===== config.mk =====
export PLATFORM = sky130hd
export DESIGN_NAME = emesh_reg_responder_flat
export DESIGN_NICKNAME = d
export VERILOG_FILES = /design/src/rtl/emesh_pkg.sv /design/src/rtl/emesh_reg_responder_if.sv /design/src/rtl/emesh_rsp_fifo.sv /design/src/rtl/emesh_reg_responder.sv /design/src/flat_wrapper.sv
export SDC_FILE = /design/constraint.sdc
export NUM_CORES = 1
export LEC_CHECK = 0
export ABC_AREA = 1
export ABC_CLOCK_PERIOD_IN_PS = 2000
export BUFFER_PORTS_ARGS = -buffer_cell sky130_fd_sc_hd__buf_2
export CAP_MARGIN = 10
export CORE_ASPECT_RATIO = 1.25
export CORE_MARGIN = 3
export CORE_UTILIZATION = 35
export DETAILED_ROUTE_END_ITERATION = 16
export SYNTH_ARGS = -nofsm -noshare
export SYNTH_HDL_FRONTEND = slang
export SYNTH_SLANG_ARGS = --single-unit

===== constraint.sdc =====
create_clock -name eclk -period 2 [get_ports eclk]
set_input_delay 0.1 -clock eclk [delete_from_list [all_inputs] [get_ports eclk]]
set_output_delay 0.1 -clock eclk [all_outputs]
set_load 0.03 [all_outputs]

===== src/rtl/emesh_pkg.sv =====
// Shared types for the eMesh register responder.
// Datamode encodings, register indices and the reply entry.
package emesh_pkg;

  typedef enum logic [1:0] {
    DM_BYTE   = 2'b00,
    DM_HALF   = 2'b01,
    DM_WORD   = 2'b10,
    DM_DOUBLE = 2'b11
  } datamode_e;

  localparam logic [2:0] REG_WRCNT = 3'd6;
  localparam logic [2:0] REG_ID    = 3'd7;
  localparam int         N_SCR     = 6;

  typedef struct packed {
    logic [3:0]  ctrlmode;
    logic [31:0] dstaddr;
    logic [31:0] srcaddr;
    logic [31:0] data;
  } rsp_t;

  localparam int RSP_W = $bits(rsp_t);

  function automatic logic [3:0] lane_mask(
    input logic [1:0] dm,
    input logic [1:0] a
  );
    case (dm)
      DM_BYTE: return 4'b0001 << a;
      DM_HALF: return a[1] ? 4'b1100 : 4'b0011;
      default: return 4'b1111;
    endcase
  endfunction

  function automatic logic [31:0] lane_data(
    input logic [1:0]  dm,
    input logic [31:0] d
  );
    case (dm)
      DM_BYTE: return {4{d[7:0]}};
      DM_HALF: return {2{d[15:0]}};
      default: return d;
    endcase
  endfunction

endpackage


===== src/rtl/emesh_reg_responder_if.sv =====
// eMesh transaction bundle: one direction of traffic
// plus the wait signals flowing back against it.
interface emesh_reg_responder_if;
  logic        access;
  logic        write;
  logic [1:0]  datamode;
  logic [3:0]  ctrlmode;
  logic [31:0] dstaddr;
  logic [31:0] srcaddr;
  logic [31:0] data;
  logic        wr_wait;
  logic        rd_wait;

  modport master (
    output access, write, datamode, ctrlmode,
    output dstaddr, srcaddr, data,
    input  wr_wait, rd_wait
  );

  modport slave (
    input  access, write, datamode, ctrlmode,
    input  dstaddr, srcaddr, data,
    output wr_wait, rd_wait
  );
endinterface


===== src/rtl/emesh_rsp_fifo.sv =====
// Depth 1/2 reply buffer; slot 0 is always the head so
// the outbound fields come straight from flops.
module emesh_rsp_fifo
  import emesh_pkg::*;
#(
  parameter int DEPTH = 1
) (
  input  logic       clk,
  input  logic       rst,
  input  logic       push,
  input  rsp_t       push_data,
  input  logic       pop,
  output logic [1:0] count,
  output logic       head_valid,
  output rsp_t       head
);

  rsp_t             mem_q [DEPTH];
  rsp_t             mem_d [DEPTH];
  logic [DEPTH-1:0] vld_q;
  logic [DEPTH-1:0] vld_d;
  logic             placed;

  always_comb begin
    mem_d  = mem_q;
    vld_d  = vld_q;
    placed = 1'b0;
    if (pop) begin
      for (int i = 0; i < DEPTH - 1; i++) begin
        mem_d[i] = mem_q[i+1];
        vld_d[i] = vld_q[i+1];
      end
      vld_d[DEPTH-1] = 1'b0;
    end
    if (push) begin
      for (int i = 0; i < DEPTH; i++) begin
        if (!placed && !vld_d[i]) begin
          mem_d[i] = push_data;
          vld_d[i] = 1'b1;
          placed   = 1'b1;
        end
      end
    end
  end

  always_comb begin
    count = '0;
    for (int i = 0; i < DEPTH; i++)
      count = count + {1'b0, vld_q[i]};
  end

  assign head_valid = vld_q[0];
  assign head       = mem_q[0];

  always_ff @(posedge clk) begin
    if (rst) begin
      vld_q <= '0;
      for (int i = 0; i < DEPTH; i++)
        mem_q[i] <= '0;
    end else begin
      vld_q <= vld_d;
      mem_q <= mem_d;
    end
  end

endmodule


===== src/rtl/emesh_reg_responder.sv =====
// eMesh register target: 8-entry bank, read replies buffered.
// EMESH_RSP_SKID_EN selects a 2-deep reply buffer (default 1).
module emesh_reg_responder
  import emesh_pkg::*;
#(
  parameter logic [11:0] BASE_COORD = 12'h810,
  parameter logic [31:0] ID_VALUE   = 32'h0000_0E11
) (
  input logic                   eclk,
  input logic                   reset,
  emesh_reg_responder_if.slave  rx,
  emesh_reg_responder_if.master tx
);

`ifdef EMESH_RSP_SKID_EN
  localparam int DEPTH = 2;
`else
  localparam int DEPTH = 1;
`endif

  logic [31:0] scratch_q [N_SCR];
  logic [31:0] scratch_d [N_SCR];
  logic [31:0] wrcnt_q;
  logic [31:0] wrcnt_d;

  logic [1:0]  fifo_cnt;
  logic        head_valid;
  rsp_t        head;
  rsp_t        rsp_c;
  logic        wait_c;
  logic        accept;
  logic        hit;
  logic        do_wr;
  logic        do_rd;
  logic        pop;
  logic [2:0]  idx;
  logic [3:0]  mask;
  logic [31:0] wd;
  logic [31:0] rd_val;
  logic        unused_ok;

  assign wait_c = reset | (fifo_cnt == 2'(DEPTH));
  assign accept = rx.access & ~wait_c;
  assign hit    = rx.dstaddr[31:20] == BASE_COORD;
  assign do_wr  = accept & hit & rx.write;
  assign do_rd  = accept & hit & ~rx.write;
  assign idx    = rx.dstaddr[4:2];
  assign mask   = lane_mask(rx.datamode, rx.dstaddr[1:0]);
  assign wd     = lane_data(rx.datamode, rx.data);

  assign rx.wr_wait = wait_c;
  assign rx.rd_wait = wait_c;

  always_comb begin
    rd_val = '0;
    for (int i = 0; i < N_SCR; i++)
      if (idx == 3'(i)) rd_val = scratch_q[i];
    case (idx)
      REG_WRCNT: rd_val = wrcnt_q;
      REG_ID:    rd_val = ID_VALUE;
      default:   ;
    endcase
  end

  // Writes to 6/7 still bump the counter but touch no storage.
  always_comb begin
    scratch_d = scratch_q;
    wrcnt_d   = wrcnt_q;
    if (do_wr) begin
      wrcnt_d = wrcnt_q + 32'd1;
      for (int i = 0; i < N_SCR; i++)
        if (idx == 3'(i))
          for (int b = 0; b < 4; b++)
            if (mask[b])
              scratch_d[i][8*b +: 8] = wd[8*b +: 8];
    end
  end

  always_ff @(posedge eclk) begin
    if (reset) begin
      wrcnt_q <= '0;
      for (int i = 0; i < N_SCR; i++)
        scratch_q[i] <= '0;
    end else begin
      wrcnt_q   <= wrcnt_d;
      scratch_q <= scratch_d;
    end
  end

  assign rsp_c = '{
    ctrlmode: rx.ctrlmode,
    dstaddr:  rx.srcaddr,
    srcaddr:  rx.dstaddr,
    data:     rd_val
  };

  assign pop = head_valid & ~tx.wr_wait;

  emesh_rsp_fifo #(
    .DEPTH (DEPTH)
  ) u_fifo (
    .clk        (eclk),
    .rst        (reset),
    .push       (do_rd),
    .push_data  (rsp_c),
    .pop        (pop),
    .count      (fifo_cnt),
    .head_valid (head_valid),
    .head       (head)
  );

  assign tx.access   = head_valid;
  assign tx.write    = head_valid;
  assign tx.datamode = {head_valid, 1'b0};
  assign tx.ctrlmode = head.ctrlmode;
  assign tx.dstaddr  = head.dstaddr;
  assign tx.srcaddr  = head.srcaddr;
  assign tx.data     = head.data;

  assign unused_ok = ^{rx.dstaddr[19:5], tx.rd_wait};

endmodule

===== src/flat_wrapper.sv =====
// flat-port wrapper written by rule: the top's interface ports become plain ports
module emesh_reg_responder_flat import emesh_pkg::*;
#(
  parameter logic [11:0] BASE_COORD = 12'h810,
  parameter logic [31:0] ID_VALUE   = 32'h0000_0E11
)
  (eclk, reset, rx_access, rx_write, rx_datamode, rx_ctrlmode, rx_dstaddr, rx_srcaddr, rx_data, rx_wr_wait, rx_rd_wait, tx_access, tx_write, tx_datamode, tx_ctrlmode, tx_dstaddr, tx_srcaddr, tx_data, tx_wr_wait, tx_rd_wait);
  emesh_reg_responder_if rx_i ();
  emesh_reg_responder_if tx_i ();
  input logic eclk;
  input logic reset;
  input wire logic [$bits(rx_i.access)-1:0] rx_access;
  input wire logic [$bits(rx_i.write)-1:0] rx_write;
  input wire logic [$bits(rx_i.datamode)-1:0] rx_datamode;
  input wire logic [$bits(rx_i.ctrlmode)-1:0] rx_ctrlmode;
  input wire logic [$bits(rx_i.dstaddr)-1:0] rx_dstaddr;
  input wire logic [$bits(rx_i.srcaddr)-1:0] rx_srcaddr;
  input wire logic [$bits(rx_i.data)-1:0] rx_data;
  output wire logic [$bits(rx_i.wr_wait)-1:0] rx_wr_wait;
  output wire logic [$bits(rx_i.rd_wait)-1:0] rx_rd_wait;
  output wire logic [$bits(tx_i.access)-1:0] tx_access;
  output wire logic [$bits(tx_i.write)-1:0] tx_write;
  output wire logic [$bits(tx_i.datamode)-1:0] tx_datamode;
  output wire logic [$bits(tx_i.ctrlmode)-1:0] tx_ctrlmode;
  output wire logic [$bits(tx_i.dstaddr)-1:0] tx_dstaddr;
  output wire logic [$bits(tx_i.srcaddr)-1:0] tx_srcaddr;
  output wire logic [$bits(tx_i.data)-1:0] tx_data;
  input wire logic [$bits(tx_i.wr_wait)-1:0] tx_wr_wait;
  input wire logic [$bits(tx_i.rd_wait)-1:0] tx_rd_wait;
  assign rx_i.access = rx_access;
  assign rx_i.write = rx_write;
  assign rx_i.datamode = rx_datamode;
  assign rx_i.ctrlmode = rx_ctrlmode;
  assign rx_i.dstaddr = rx_dstaddr;
  assign rx_i.srcaddr = rx_srcaddr;
  assign rx_i.data = rx_data;
  assign rx_wr_wait = rx_i.wr_wait;
  assign rx_rd_wait = rx_i.rd_wait;
  assign tx_access = tx_i.access;
  assign tx_write = tx_i.write;
  assign tx_datamode = tx_i.datamode;
  assign tx_ctrlmode = tx_i.ctrlmode;
  assign tx_dstaddr = tx_i.dstaddr;
  assign tx_srcaddr = tx_i.srcaddr;
  assign tx_data = tx_i.data;
  assign tx_i.wr_wait = tx_wr_wait;
  assign tx_i.rd_wait = tx_rd_wait;
  emesh_reg_responder #(.BASE_COORD(BASE_COORD), .ID_VALUE(ID_VALUE)) u_core (.eclk(eclk), .reset(reset), .rx(rx_i), .tx(tx_i));
endmodule

==> run metrics <==
run status=finished, final reports clean; Detailed Route WL=49.6 mm; Pre-Repair DR Iteration Count=6; syn avg cell area=6.44 µm²; Clk Latency, worst-skew pair=0.51 ns; slew margin rel.=53.2%; CTS H-Tree Depth=2; initial antenna violation count=0; most frequent cell after synthesis=nor2_1; register area share after synthesis=43.2%; CP peak stage delay=0.41 ns; Yosys cell types=27; die area=45,600 µm²; hold path depth=3; Worst setup EP type=flip-flop; Cells after Synth=2,339; GPL Wtd Cong=0.903; WP buf/inv=0; NumNets Final=2,738; DP Area=17,300 µm²; end of the worst register-to-register path=u_core.wrcnt_q[31]; CTS max path bufs=3; 1st-iter DRT viols=1,111; worst path required time=2.39 ns; Clock Sink Count=325; cell mode on critical path=nand2_1; Post-DP HPWL=34.6 mm; Design Area, Final=19,100 µm²; Util after Layout=45.1%; Hold Crit Start=rx_dstaddr[1]; CP arrival=2.22 ns; CTS tree=built; Hold Path Class=in2reg; first-pass GRT wire length=76.5 mm; layout cells sized above 1=16.2%; Mapped Area=15,100 µm²; Die X=192 µm; Initial Util=35.7%; clock buffer count from CTS=34; max-cap viol count=0; Syn-to-layout area delta=26.5%; CP Max Fanout=4; WS Path Type=reg2reg; Synth area leaders=dfxtp_1 (43%), nor2_1 (17%), nand2_1 (15%); asr flop ratio synth=0%; unrepaired setup endpoints after global routing=no; Final period util=91.5%; VDD IR max=0.000446 V; Synth area leader=dfxtp_1; Worst R2R Start=u_core.wrcnt_q[4]; Worst Reg-to-Reg Cells=9; I/O pin count=214; Power Dens Cells=725 nW/µm²; hold endpoint=u_core.u_fifo.head[33]; Crit-path slowest cell=dfxtp_1; Worst-Margin Slew=0.696 ns; min Tclk post-route=1.83 ns; Ys Warns=0; fin. max-slew vios=0; Die Y=238 µm; clock root cell=clkbuf_16; total grt overflow=0; total number of vias=15,564; Pwr Total=13.8 mW; vias in the first global route=14,120; FP Rows=84; diode count=0; Final Hold Fails=0; Mapped Nets=2,448; Top delay family on crit path=simple AND/OR/NAND/NOR gates; crit-path cells=nand2_1 > nor2_1 > nand2_1 > nor2_1 > nand2_1 > nand2_1 > nand2_1 > nand2_1 > a21oi_1; clk_skew=0.00861 ns; startpoint types=flip-flop; Seq cells post-synth=325; R2R setup slack=0.17 ns; Placed Cells=3,095; GRT Util Overall=20.9%; Synth Flop Type=dfxtp_1; P_leak=8.24 nW; vias per cell=4.85; Finished Layout Cells=3,212; ANT nets after route=0; EDFF count, synth=0; largest net degree at the start of global routing=68; # fillers=4,431; core area=42,300 µm²; TNS Setup=0 ns; average wire per cell in the routed design=15.5 µm; Synth top area share=43.2%; DRC Markers=0; maximum clock frequency=547 MHz; Clk pin slew, worst setup/hold paths=0.06 ns; synth cell count leaders=nor2_1 (702), nand2_1 (595), dfxtp_1 (325), nand3_1 (226), o21ai_0 (118); PortBufs=211; # setup viols final=0
-- how the worst max path moves through the flow --
stage                                   from                      to  slack, ns  depth (start not counted)
finish                     u_core.wrcnt_q[4]      u_core.wrcnt_q[31]       0.17                          9
global route        u_core.u_fifo.head_valid  u_core.u_fifo.head[94]       0.02                          9
CTS                 u_core.u_fifo.head_valid  u_core.u_fifo.head[83]       0.15                          9
detailed placement  u_core.u_fifo.head_valid  u_core.u_fifo.head[97]       0.18                         10
global placement    u_core.u_fifo.head_valid  u_core.u_fifo.head[80]       0.21                         10
floorplan           u_core.u_fifo.head_valid    u_core.scratch_q[60]       0.25                         10
-- timing repair --
item | in CTS | in global routing
buffers inserted | 0 | 2
gates resized for setup | 0 | 2
hold buffers | 54 | 0
setup endpoints to repair | 0 | 41
hold endpoints to repair | 54 | 0
-- worst register-to-register path: stages, from the launching register on --
cell,delay (ns)
dfxtp_1,0.41
nand2_1,0.16
nor2_1,0.19
nand2_1,0.19
nor2_1,0.41
nand2_1,0.12
nand2_1,0.08
nand2_1,0.05
nand2_1,0.05
a21oi_1,0.06
-- per-layer routing --
metal  wire, µm  up-vias  global-route usage, %
met4       1430        0                   6.74
met2      23900      425                   36.4
met3       2380       77                   2.32
met5          0        -                      0
li1           -     7954                      -
met1      21900     7108                   27.0
-- cell usage in the layout (no fill, tap or decap), drive strengths merged --
master       netlist  final
nand4             36     36
clkinv             0      5
and3               1      1
nor2             709    709
dfxtp            325    325
nand2            595    595
o21a               2      2
inv              103    104
conb               1      1
a21oi             56     56
nand3            228    228
bufinv             0      2
buf               48    322
xnor2              1      1
clkbuf            75     52
ha                 1      1
clkinvlp           0      1
nor3              30     30
xor2              10     10
o21ai            118    118
dlygate4sd3        0     54
-- flip-flops by register name, summed over array words and instances (netlist names) --
register	count
u_core.u_fifo.head	100
u_core.scratch_q	192
u_core.wrcnt_q	32
u_core.u_fifo.head_valid	1
-- metrics by stage --
step | setup slack [ns] | hold slack (ns)
6_report | 0.170 | 0.0379
5_1_grt | 0.0199 | 0.0519
4_1_cts | 0.148 | 0.00325
3_5_place_dp | 0.179 | 0.328
3_3_place_gp | 0.214 | 0.326
2_1_floorplan | 0.245 | 0.235
-- power breakdown --
part	internal, mW	switching, mW
Clock	3.77	2.58
Combinational	0.364	0.626
Sequential	6.47	0.0000634
Total	10.6	3.21
-- kinds of logic (layout without fill, tap and decap cells) --
| family | after synthesis | in the layout | synth area share (%) |
|---|---|---|---|
| other | 1 | 1 | 0.0249 |
| DFF | 325 | 325 | 43.2 |
| AOI/OAI and AO/OA | 176 | 176 | 5.98 |
| xor gates and xnor gates | 11 | 11 | 0.639 |
| and+or+nand+nor | 1599 | 1599 | 44.1 |
| adders and majority gates | 1 | 1 | 0.0830 |
| buffers and inverters | 226 | 540 | 6.03 |
-- layout make-up --
class                   count  area [µm²]  share of cell area, %
well taps                 559         699                   3.67
multi-input cells        1788        7670                   40.2
clock buffers              51        1020                   5.33
flip-flops and latches    325        6510                   34.1
clock inverters             9         101                  0.532
inverters                 103         394                   2.07
repair buffers            377        2680                   14.0
No activity file was read; power rests on OpenSTA's default activity.
